$ cat src/rtl/alu8_share_sched.sv
// Round-robin scheduler sharing one add-with-carry-in datapath among N_REQ requesters.
// Optional build macro ALU_CARRY_OUT_EN adds rsp_cout (carry out of the final pass).
module alu8_share_sched #(
  parameter int N_REQ = 4,
  parameter int WIDTH = 8,
  parameter int ID_W  = $clog2(N_REQ)
) (
  input  logic                   CLK,
  input  logic                   ASYNCRESETN,
  input  logic [N_REQ-1:0]       req_valid,
  output logic [N_REQ-1:0]       req_ready,
  input  logic [2*N_REQ-1:0]     req_op,
  input  logic [WIDTH*N_REQ-1:0] req_a,
  input  logic [WIDTH*N_REQ-1:0] req_b,
  output logic                   rsp_valid,
  input  logic                   rsp_ready,
  output logic [ID_W-1:0]        rsp_id,
  output logic [WIDTH-1:0]       rsp_data,
`ifdef ALU_CARRY_OUT_EN
  output logic                   rsp_cout,
`endif
  output logic                   busy,
  output logic [1:0]             state_dbg
);

  // Handshakes: a transfer happens on a rising edge where valid and ready are both high.
  // Requesters hold valid/payload until ready; the response holds valid/id/data until rsp_ready.

  typedef enum logic [1:0] {IDLE, EXEC1, EXEC2, RESP} state_t;
  typedef enum logic [1:0] {OP_ADD = 2'b00, OP_SUB = 2'b01, OP_TWO = 2'b10, OP_NEG = 2'b11} op_t;

  state_t            state, state_nxt;
  logic [ID_W-1:0]   rr_ptr;
  op_t               op_q;
  logic [WIDTH-1:0]  a_q, b_q, acc;
  logic [ID_W-1:0]   id_q;

  logic              grant_vld;
  logic [ID_W-1:0]   grant_id;
  logic [N_REQ-1:0]  grant_oh;
  logic [1:0]        sel_op;
  logic [WIDTH-1:0]  sel_a, sel_b;

  logic [WIDTH-1:0]  dp_i0, dp_i1;
  logic              dp_cin;
`ifdef ALU_CARRY_OUT_EN
  logic [WIDTH:0]    dp_sum;
  logic              cout_q;
`else
  logic [WIDTH-1:0]  dp_sum;
`endif

  // Two sweeps: first requesters at or above rr_ptr, then the wrapped-around low ones.
  always_comb begin
    grant_vld = 1'b0;
    grant_id  = '0;
    grant_oh  = '0;
    for (int i = 0; i < N_REQ; i++) begin
      if (!grant_vld && req_valid[i] && (i >= int'(rr_ptr))) begin
        grant_vld   = 1'b1;
        grant_id    = ID_W'(i);
        grant_oh[i] = 1'b1;
      end
    end
    for (int i = 0; i < N_REQ; i++) begin
      if (!grant_vld && req_valid[i]) begin
        grant_vld   = 1'b1;
        grant_id    = ID_W'(i);
        grant_oh[i] = 1'b1;
      end
    end
  end

  always_comb begin
    sel_op = '0;
    sel_a  = '0;
    sel_b  = '0;
    for (int i = 0; i < N_REQ; i++) begin
      if (grant_oh[i]) begin
        sel_op = req_op[2*i +: 2];
        sel_a  = req_a[WIDTH*i +: WIDTH];
        sel_b  = req_b[WIDTH*i +: WIDTH];
      end
    end
  end

  // Shared datapath operand selection: the only adder in the block.
  always_comb begin
    dp_i0  = '0;
    dp_i1  = '0;
    dp_cin = 1'b0;
    if (state == EXEC1) begin
      case (op_q)
        OP_ADD: begin dp_i0 = a_q; dp_i1 = b_q;  dp_cin = 1'b0; end
        OP_SUB: begin dp_i0 = a_q; dp_i1 = ~b_q; dp_cin = 1'b1; end
        OP_TWO: begin dp_i0 = a_q; dp_i1 = b_q;  dp_cin = 1'b0; end
        default: begin dp_i0 = '0; dp_i1 = ~b_q; dp_cin = 1'b1; end
      endcase
    end else if (state == EXEC2) begin
      dp_i0  = acc;
      dp_i1  = ~a_q;
      dp_cin = 1'b1;
    end
  end

`ifdef ALU_CARRY_OUT_EN
  assign dp_sum = {1'b0, dp_i0} + {1'b0, dp_i1} + (WIDTH+1)'(dp_cin);
`else
  assign dp_sum = dp_i0 + dp_i1 + WIDTH'(dp_cin);
`endif

  always_comb begin
    state_nxt = state;
    case (state)
      IDLE:    if (grant_vld) state_nxt = EXEC1;
      EXEC1:   state_nxt = (op_q == OP_TWO) ? EXEC2 : RESP;
      EXEC2:   state_nxt = RESP;
      RESP:    if (rsp_ready) state_nxt = IDLE;
      default: state_nxt = IDLE;
    endcase
  end

  always_ff @(posedge CLK or negedge ASYNCRESETN) begin
    if (!ASYNCRESETN) begin
      state  <= IDLE;
      rr_ptr <= '0;
      op_q   <= OP_ADD;
      a_q    <= '0;
      b_q    <= '0;
      id_q   <= '0;
      acc    <= '0;
`ifdef ALU_CARRY_OUT_EN
      cout_q <= 1'b0;
`endif
    end else begin
      state <= state_nxt;
      if (state == IDLE && grant_vld) begin
        op_q   <= op_t'(sel_op);
        a_q    <= sel_a;
        b_q    <= sel_b;
        id_q   <= grant_id;
        rr_ptr <= (grant_id == ID_W'(N_REQ-1)) ? '0 : grant_id + 1'b1;
      end
      if (state == EXEC1 || state == EXEC2) begin
        acc <= dp_sum[WIDTH-1:0];
`ifdef ALU_CARRY_OUT_EN
        cout_q <= dp_sum[WIDTH];
`endif
      end
    end
  end

  assign req_ready = (state == IDLE) ? grant_oh : '0;
  assign rsp_valid = (state == RESP);
  assign rsp_data  = acc;
  assign rsp_id    = id_q;
  assign busy      = (state != IDLE);
  assign state_dbg = state;
`ifdef ALU_CARRY_OUT_EN
  assign rsp_cout  = cout_q;
`endif

endmodule

$ cat config.mk
export PLATFORM = sky130hd
export DESIGN_NAME = alu8_share_sched
export DESIGN_NICKNAME = d
export VERILOG_FILES = /design/src/rtl/alu8_share_sched.sv
export SDC_FILE = /design/constraint.sdc
export NUM_CORES = 1
export LEC_CHECK = 0
export ABC_AREA = 1
export BUFFER_PORTS_ARGS = -buffer_cell sky130_fd_sc_hd__clkbuf_2
export CORE_UTILIZATION = 40
export CTS_BUF_LIST = sky130_fd_sc_hd__clkbuf_2 sky130_fd_sc_hd__clkbuf_4 sky130_fd_sc_hd__clkbuf_8
export DETAILED_ROUTE_END_ITERATION = 16
export PLACE_DENSITY = 0.67
export SLEW_MARGIN = 0
export SYNTH_ARGS = -nofsm -noshare
export SYNTH_HDL_FRONTEND = slang
export SYNTH_SLANG_ARGS = --single-unit
export TNS_END_PERCENT = 10
$ cat constraint.sdc
create_clock -name CLK -period 3.9 [get_ports CLK]
set_input_delay 0.39 -clock CLK [delete_from_list [all_inputs] [get_ports CLK]]
set_output_delay 0.39 -clock CLK [all_outputs]
set_load 0.02 [all_outputs]
; After elaboration in Yosys (flattened, before gate mapping)
; Index checks and enable logic that the tools add are counted.
; W data, S select, Z words.
[op_classes]
add_sub_neg = 3
order_cmp = 3
eq_ne = 8
muxes = 49
n_bitwise = 2
reduce_logical = 25
[op_table]
columns = op, count
row1 = $mux W8, 14
row2 = $mux W2, 13
row3 = $mux W1, 20
row4 = $not A8 Y8, 2
row5 = $logic_and A1 B1 Y1, 11
row6 = $add A8 B1 Y8, 1
row7 = $add A8 B8 Y8, 1
row8 = $eq A2 B2 Y1 const B, 4
row9 = $pmux W2 S4, 1
row10 = $logic_not A1 Y1, 7
row11 = $eq A2 B1 Y1 const B, 2
row12 = $ge A1 B2 Y1 const A, 2
row13 = $logic_not A2 Y1, 2
row14 = $mux W4, 1
row15 = $reduce_or A3 Y1, 1
row16 = $add A2 B1 Y2 const B, 1
row17 = $ge A2 B2 Y1 const A, 1
row18 = $ne A2 B1 Y1 const B, 1
row19 = $ne A2 B2 Y1 const B, 1
row20 = $reduce_and A2 Y1, 1
row21 = $reduce_bool A2 Y1, 1
row22 = $reduce_or A2 Y1, 1
row23 = $logic_or A1 B1 Y1, 1
[totals]
register_bits = 32
in_bits = 79
output_inout_bits = 18
word_cells = 97

; Depth between registers and ports, before layout
; Gate-level depths: netlist of run 1.
[logic_depth]
ltp_word = 28
depth_mapped = 18
depth_no_buf = 17

; Least setup slack after synthesis of run 1
; Ideal clock, no wire load.
[synth_path]
path_type = register to register
startpoint = register state[1], in the netlist state_dbg[1]
endpoint = register acc[6], in the netlist rsp_data[6]
setup_time_ns = 0.131
arrival_time_ns = 2.774
required_time_ns = 3.769
path_slack_ns = 0.995
stages_incl_launch_ff = 19
n_path_buf = 1
synth_period_minus_slack_ns = 2.905
path_cell_list = dfrtp_1 inv_1 ha_1 inv_2 nand2_1 clkbuf_1 nor2_1 a21oi_1 fa_1 fa_1 inv_1 nand3_1 nand2_1 nand2_1 nand2_1 a21oi_1 nand2b_1 nand3_1 o21ai_0
[synth_via]
elab_chain_cells = 5
word_cells_on_any_way = 11
classes_between = add/sub: 2 / eq/ne: 2 / mux: 6 / reduce/logical: 1
[synth_rtl]
columns = item, line
row1 = start: declaration, 32  ; state_t state, state_nxt;
row2 = start signal: assignment, 136  ; state <= state_nxt;
row3 = $eq A2 B2 Y1, "99, 144"
row4 = $mux W8, 99  ; end else if (state == EXEC2) begin
row5 = $mux W8, 92  ; if (state == EXEC1) begin
row6 = $add A8 B8 Y8, 109  ; assign dp_sum = dp_i0 + dp_i1 + WIDTH'(dp_cin);
row7 = $add A8 B1 Y8, 109
row8 = end signal: assignment, 145  ; acc <= dp_sum[WIDTH-1:0];
row9 = end: declaration, 35  ; logic [WIDTH-1:0] a_q, b_q, acc;
; Several ways; a longest one is shown, not always the timed one.
; A chain may end at the register's enable or synchronous reset.

; Worst setup path in the final report of run 1
; Same ends and word-level chain as after synthesis.

==> out/qor.txt, run 1 <==
status - completed
Antenna Cells - 0
Flop pwr share - 0.260
Setup WS pre-CTS - 0.609 ns
Resized cells post-CTS - 0
post-route ant nets - 0
crit path DAT - 3.53 ns
TritonCTS buffer count - 5
reg2reg end - rsp_data[6]
Starting Density - 0.418
clock skew - 0.00457 ns
CP startpoint kind - flip-flop
vias in the first global route - 2674
Syn Inst Count - 378
net switching power - 1240 uW
htree depth - 2
combinational share of power - 0.628
Worst Reg2Reg Path Length in Cells - 17
number of setup buffers added after CTS - 0
Power, Total - 2470 uW
CTS Hold Buffers Added - 0
worst min-delay path class - in2async
post-synth top area cell - dfrtp_1
Post-synth EDFFs - 0
Final GP Congestion - 0.866
Via Count - 2731
largest net degree at the start of global routing - 33
Core Box Area - 6390 um^2
crit-path cells - inv_1, ha_1, inv_2, nand2_1, inv_1, a32oi_1, fa_1, fa_1, inv_1, nand3_1, nand2_1, nand2_1, nand2_1, a21oi_1, nand2b_1, nand3_1, o21ai_0
Die ar. - 7010 um^2
WP data required - 4.07 ns
sw frac - 0.501
Clk network pwr share - 0.111
setup slack, reg-to-reg - 0.54 ns
TritonCTS clock tree - done
Die X - 83.7 um
Netlist cell types - 36
relative slew slack - 0.454
top_reg_cell synth - dfrtp_1
Lkg Pwr - 0.00191 uW
Hold Vio Cnt, Final - 0
unrepaired setup endpoints after global routing - no
Synth top cells by count - nand2_1, dfrtp_1, inv_1
post-synthesis sequential area ratio - 0.300
Top cell by count, worst path - nand2_1
global-route wire length before repair - 11900 um
layout cell share with drive strength beyond 1 - 0.276
final net count - 559
vias per cell - 5.02
Synth Register Bits - 32
Syn Area/Cell - 7.07 um^2
DP HPWL - 5350 um
GRT Overall Usage - 0.210
WL/cell - 12.4 um
Area contributors post-synth - dfrtp_1, nand2_1, ha_1, o211ai_1, o21bai_1
clk sinks - 32
Pre-antenna DRT Iters - 4
die height - 83.7 um
critical path type - reg2reg
Mapped Nets - 471
Hold WS - 0.163 ns
1st-iter DRT viols - 143
Area Growth Syn to Fin - 21.5%
initial antenna violation count - 0
critical path's slowest cell - fa_1
Clk pin slew, worst setup/hold paths - 0.07 ns
minimum clock period - 3.36 ns
worst skew pair latency - 0.29 ns
PortBufs - 96
GRT overflow - 0
period utilization - 0.862
Pins Over Slew Limit - 0
Power per Cell Area - 761 nW/um^2
Worst setup EP type - flip-flop
Pint - 1230 uW
Synth top area share - 0.300
CP Max Fanout - 12
setup violators final - 0
post-synthesis cell area - 2670 um^2
# IOs - 97
cell with the most instances after synthesis - nand2_1
total wire length - 6750 um
Max-Cap Viols - 0
slack of the critical path - 0.538 ns
Longest Clk Path Bufs - 2
FP Rows - 29
CP max stage delay - 0.49 ns
drt drc - 0
Async S/R FF share, synth - 1.00
IR drop worst, VDD - 0.000460 V
root buf cell - clkbuf_8
Sum Neg Setup Slack - 0 ns
Worst R2R Start - state_dbg[1]
Yosys Warn Count - 0
actual slew at the worst max-slew pin - 0.819 ns
fmax - 0.297 GHz
==> per-layer routing <==
layer | vias to the layer above | wire, um | global-route usage
li1 | 1421 | - | -
met1 | 1244 | 3240 | 0.267
met2 | 61 | 3170 | 0.364
met4 | 0 | 68 | 0.0508
met3 | 5 | 274 | 0.0435
met5 | - | 0 | 0
==> final cells by class <==
cell class	instances	area (um^2)
clock buffer	7	90.1
sequential	32	801
clock inverter	1	7.51
tap	77	96.3
fill	679	3140
timing repair buffer	98	495
inverter	27	101
multi-input combinational	302	1660
==> registers in the layout (all words and copies together) (netlist names) <==
| signal | cells |
|---|---|
| rsp_data | 8 |
| op_q | 2 |
| rsp_id | 2 |
| state_dbg | 2 |
| rr_ptr | 2 |
| a_q | 8 |
| b_q | 8 |
==> worst max-delay path, delay by kind of cell, from the launching register on <==
family	cells	cell delay, ns
and+or+nand+nor	7	0.72
DFF	1	0.41
AOI/OAI and AO/OA	3	0.25
buffers and inverters	4	0.64
adders and majority gates	3	1.22
==> power groups by stage <==
| stage | registers (uW) | clock network (uW) | logic [uW] |
|---|---|---|---|
| after floorplan | 656 | 0 | 1190 |
| after global placement | 639 | 0 | 1530 |
| after detailed placement | 646 | 0 | 1550 |
| after CTS | 642 | 284 | 1560 |
| after global routing | 663 | 301 | 1780 |
| final | 642 | 275 | 1550 |
==> how the worst max path moves through the flow <==
stage | startpoint | end | slack, ns
2_1_floorplan | state_dbg[1] | rsp_data[6] | 0.99
3_3_place_gp | state_dbg[1] | rsp_data[6] | 0.71
3_5_place_dp | state_dbg[1] | rsp_data[6] | 0.61
4_1_cts | state_dbg[1] | rsp_data[6] | 0.57
5_1_grt | state_dbg[1] | rsp_data[6] | 0.27
6_report | state_dbg[1] | rsp_data[6] | 0.54
==> per-stage QoR <==
stage	area [um^2]	util	std cells
floorplan	2670	-	378
global placement	3150	0.493	536
detailed placement	3150	0.493	536
CTS	3250	0.508	544
global route	3250	0.508	544
finish	3250	0.508	544
==> cells in the final DEF, fill, tap and decap left out, drive strengths merged, types with 8 or more instances in the layout <==
cell	instances
a21oi	14
clkbuf	103
dfrtp	32
ha	12
inv	27
nand2	172
nand3	13
nor2	8
o211ai	18
o21ai	15
o21bai	18
==> kinds of logic after synthesis <==
| family | after synthesis | synth area share |
|---|---|---|
| AOI/OAI and AO/OA | 79 | 0.197 |
| xor gates and xnor gates | 9 | 0.0295 |
| adders and majority gates | 14 | 0.0712 |
| buffers and inverters | 44 | 0.0810 |
| DFF | 32 | 0.300 |
| and+or+nand+nor | 200 | 0.322 |
Power figures use the tool's default switching activity.
==> run 2, diff against run 1 <==
- CORE_UTILIZATION: 40 -> 51
- PLACE_DENSITY: 0.67 -> 0.82
==> out/qor.txt, run 2 (same netlist as run 1, synthesis figures left out) <==
Clk pin slew, worst setup/hold paths - 0.07 ns (about the same)
Max-Cap Viols - 0 (unchanged)
GRT overflow - 0 (unchanged)
Core Box Area - 4880 um^2 (was 6390 um^2)
worst skew pair latency - 0.29 ns (about the same)
Final GP Congestion - 0.954 (was 0.866)
Top cell by count, worst path - nand2_1 (unchanged)
1st-iter DRT viols - 133 (was 143)
clk sinks - 32 (unchanged)
IR drop worst, VDD - 0.000402 V (was 0.000460 V)
Power per Cell Area - 773 nW/um^2 (was 761 nW/um^2)
Storage cell area - 801 um^2 (unchanged)
TritonCTS clock tree - done (unchanged)
unrepaired setup endpoints after global routing - no (unchanged)
Longest Clk Path Bufs - 2 (unchanged)
global-route wire length before repair - 11300 um (was 11900 um)
Setup WS pre-CTS - 0.601 ns (was 0.609 ns)
CTS Hold Buffers Added - 0 (unchanged)
reg2reg end - rsp_data[6] (unchanged)
area of the multi-input gates - 1660 um^2 (unchanged)
vias per cell - 5.08 (was 5.02)
critical path's slowest cell - fa_1 (unchanged)
minimum clock period - 3.38 ns (was 3.36 ns)
WL/cell - 12.4 um (about the same)
htree depth - 2 (unchanged)
PortBufs - 96 (unchanged)
Worst Reg2Reg Path Length in Cells - 17 (unchanged)
Clk network pwr share - 0.127 (was 0.111)
Fillers - 443 (was 679)
Pins Over Slew Limit - 0 (unchanged)
initial antenna violation count - 0 (unchanged)
setup violators final - 0 (unchanged)
Die ar. - 5530 um^2 (was 7010 um^2)
drt drc - 0 (unchanged)
period utilization - 0.866 (was 0.862)
Worst setup EP type - flip-flop (unchanged)
Sum Neg Setup Slack - 0 ns (unchanged)
Worst R2R Start - state_dbg[1] (unchanged)
largest net degree at the start of global routing - 33 (unchanged)
Lkg Pwr - 0.00192 uW (was 0.00191 uW)
Resized cells post-CTS - 0 (unchanged)
DP HPWL - 5360 um (was 5350 um)
CP startpoint kind - flip-flop (unchanged)
Pint - 1280 uW (was 1230 uW)
slack of the critical path - 0.521 ns (was 0.538 ns)
critical path type - reg2reg (unchanged)
sw frac - 0.493 (was 0.501)
Die X - 74.4 um (was 83.7 um)
die height - 74.4 um (was 83.7 um)
Starting Density - 0.548 (was 0.418)
net switching power - 1240 uW (about the same)
TritonCTS buffer count - 5 (unchanged)
Area Growth Syn to Fin - 21.8% (was 21.5%)
most common cell after layout, fill and taps aside - nand2_1 (unchanged)
post-route ant nets - 0 (unchanged)
fmax - 0.296 GHz (was 0.297 GHz)
Hold Vio Cnt, Final - 0 (unchanged)
# IOs - 97 (unchanged)
status - completed (unchanged)
GRT Overall Usage - 0.265 (was 0.210)
FP Rows - 25 (was 29)
most frequent cells in the layout - nand2_1, clkbuf_2, dfrtp_1, inv_1 (unchanged)
WP data required - 4.06 ns (was 4.07 ns)
crit path DAT - 3.54 ns (was 3.53 ns)
vias in the first global route - 2591 (was 2674)
CP Max Fanout - 12 (unchanged)
Hold WS - 0.171 ns (was 0.163 ns)
Pre-antenna DRT Iters - 4 (unchanged)
layout cell share with drive strength beyond 1 - 0.278 (was 0.276)
worst min-delay path class - in2async (unchanged)
root buf cell - clkbuf_8 (unchanged)
clock skew - 0.00661 ns (was 0.00457 ns)
Flop pwr share - 0.254 (was 0.260)
number of setup buffers added after CTS - 0 (unchanged)
combinational share of power - 0.619 (was 0.628)
actual slew at the worst max-slew pin - 0.783 ns (was 0.819 ns)
crit-path cells - inv_1, ha_1, inv_2, nand2_1, inv_1, a32oi_1, fa_1, fa_1, inv_1, nand3_1, nand2_1, nand2_1, nand2_1, a21oi_1, nand2b_1, nand3_1, o21ai_0 (unchanged)
total wire length - 6620 um (was 6750 um)
final net count - 560 (was 559)
Via Count - 2719 (was 2731)
Antenna Cells - 0 (unchanged)
setup slack, reg-to-reg - 0.52 ns (was 0.54 ns)
CP max stage delay - 0.50 ns (was 0.49 ns)
relative slew slack - 0.478 (was 0.454)
## run 2: changes by cell type in the layout (fill, tap and decap cells not counted)
cell	change
clkinv_2	+1
bufinv_16	+1
clkbuf_4	-1
buf_4	+1
clkbuf_8	-1
## run 2: per-layer routing
metal  vias to the layer above  wire (um)  global-route usage
met2                        88       3110               0.453
li1                       1421          -                   -
met5                         -          0                   0
met4                         0        142               0.103
met3                        12        352              0.0488
met1                      1198       3010               0.331
## run 2: layout make-up
cell class	instances	share of cell area
sequential	32	0.246
timing repair buffer	99	0.154
multi-input combinational	302	0.508
clock buffer	5	0.0211
clock inverter	3	0.0131
tap	67	0.0257
inverter	27	0.0311
## run 2: through the flow
stage / total power (uW) / utilization / instances / instance area, um^2
after CTS: 2520 / 0.667 / 535 / 3260
final: 2520 / 0.667 / 535 / 3260
after global routing: 2760 / 0.667 / 535 / 3260
after floorplan: 1840 / - / 378 / 2670
after global placement: 2150 / 0.644 / 527 / 3140
after detailed placement: 2200 / 0.644 / 527 / 3140
## run 2: how the worst max path moves through the flow
| stage | start | end | cells past startpoint |
|---|---|---|---|
| floorplan | state_dbg[1] | rsp_data[6] | 18 |
| global placement | state_dbg[1] | rsp_data[6] | 17 |
| CTS | state_dbg[1] | rsp_data[6] | 17 |
| global route | state_dbg[1] | rsp_data[6] | 17 |
| detailed placement | state_dbg[1] | rsp_data[6] | 17 |
| finish | state_dbg[1] | rsp_data[6] | 17 |
## run 2: power by group through the flow
stage / logic [uW] / clock network [uW] / registers [uW]
floorplan: 1190 / 0 / 656
global placement: 1510 / 0 / 637
detailed placement: 1550 / 0 / 643
CTS: 1560 / 327 / 639
global route: 1760 / 337 / 662
finish: 1560 / 320 / 640
## run 2: worst max-delay path: cells and delay by family (launching register included)
kind	cells	cell delay, ns
flip-flops	1	0.42
AO/OA/AOI/OAI	3	0.26
AND/OR/NAND/NOR	7	0.73
adder cells (fa/ha/maj)	3	1.23
buffers and inverters	4	0.63
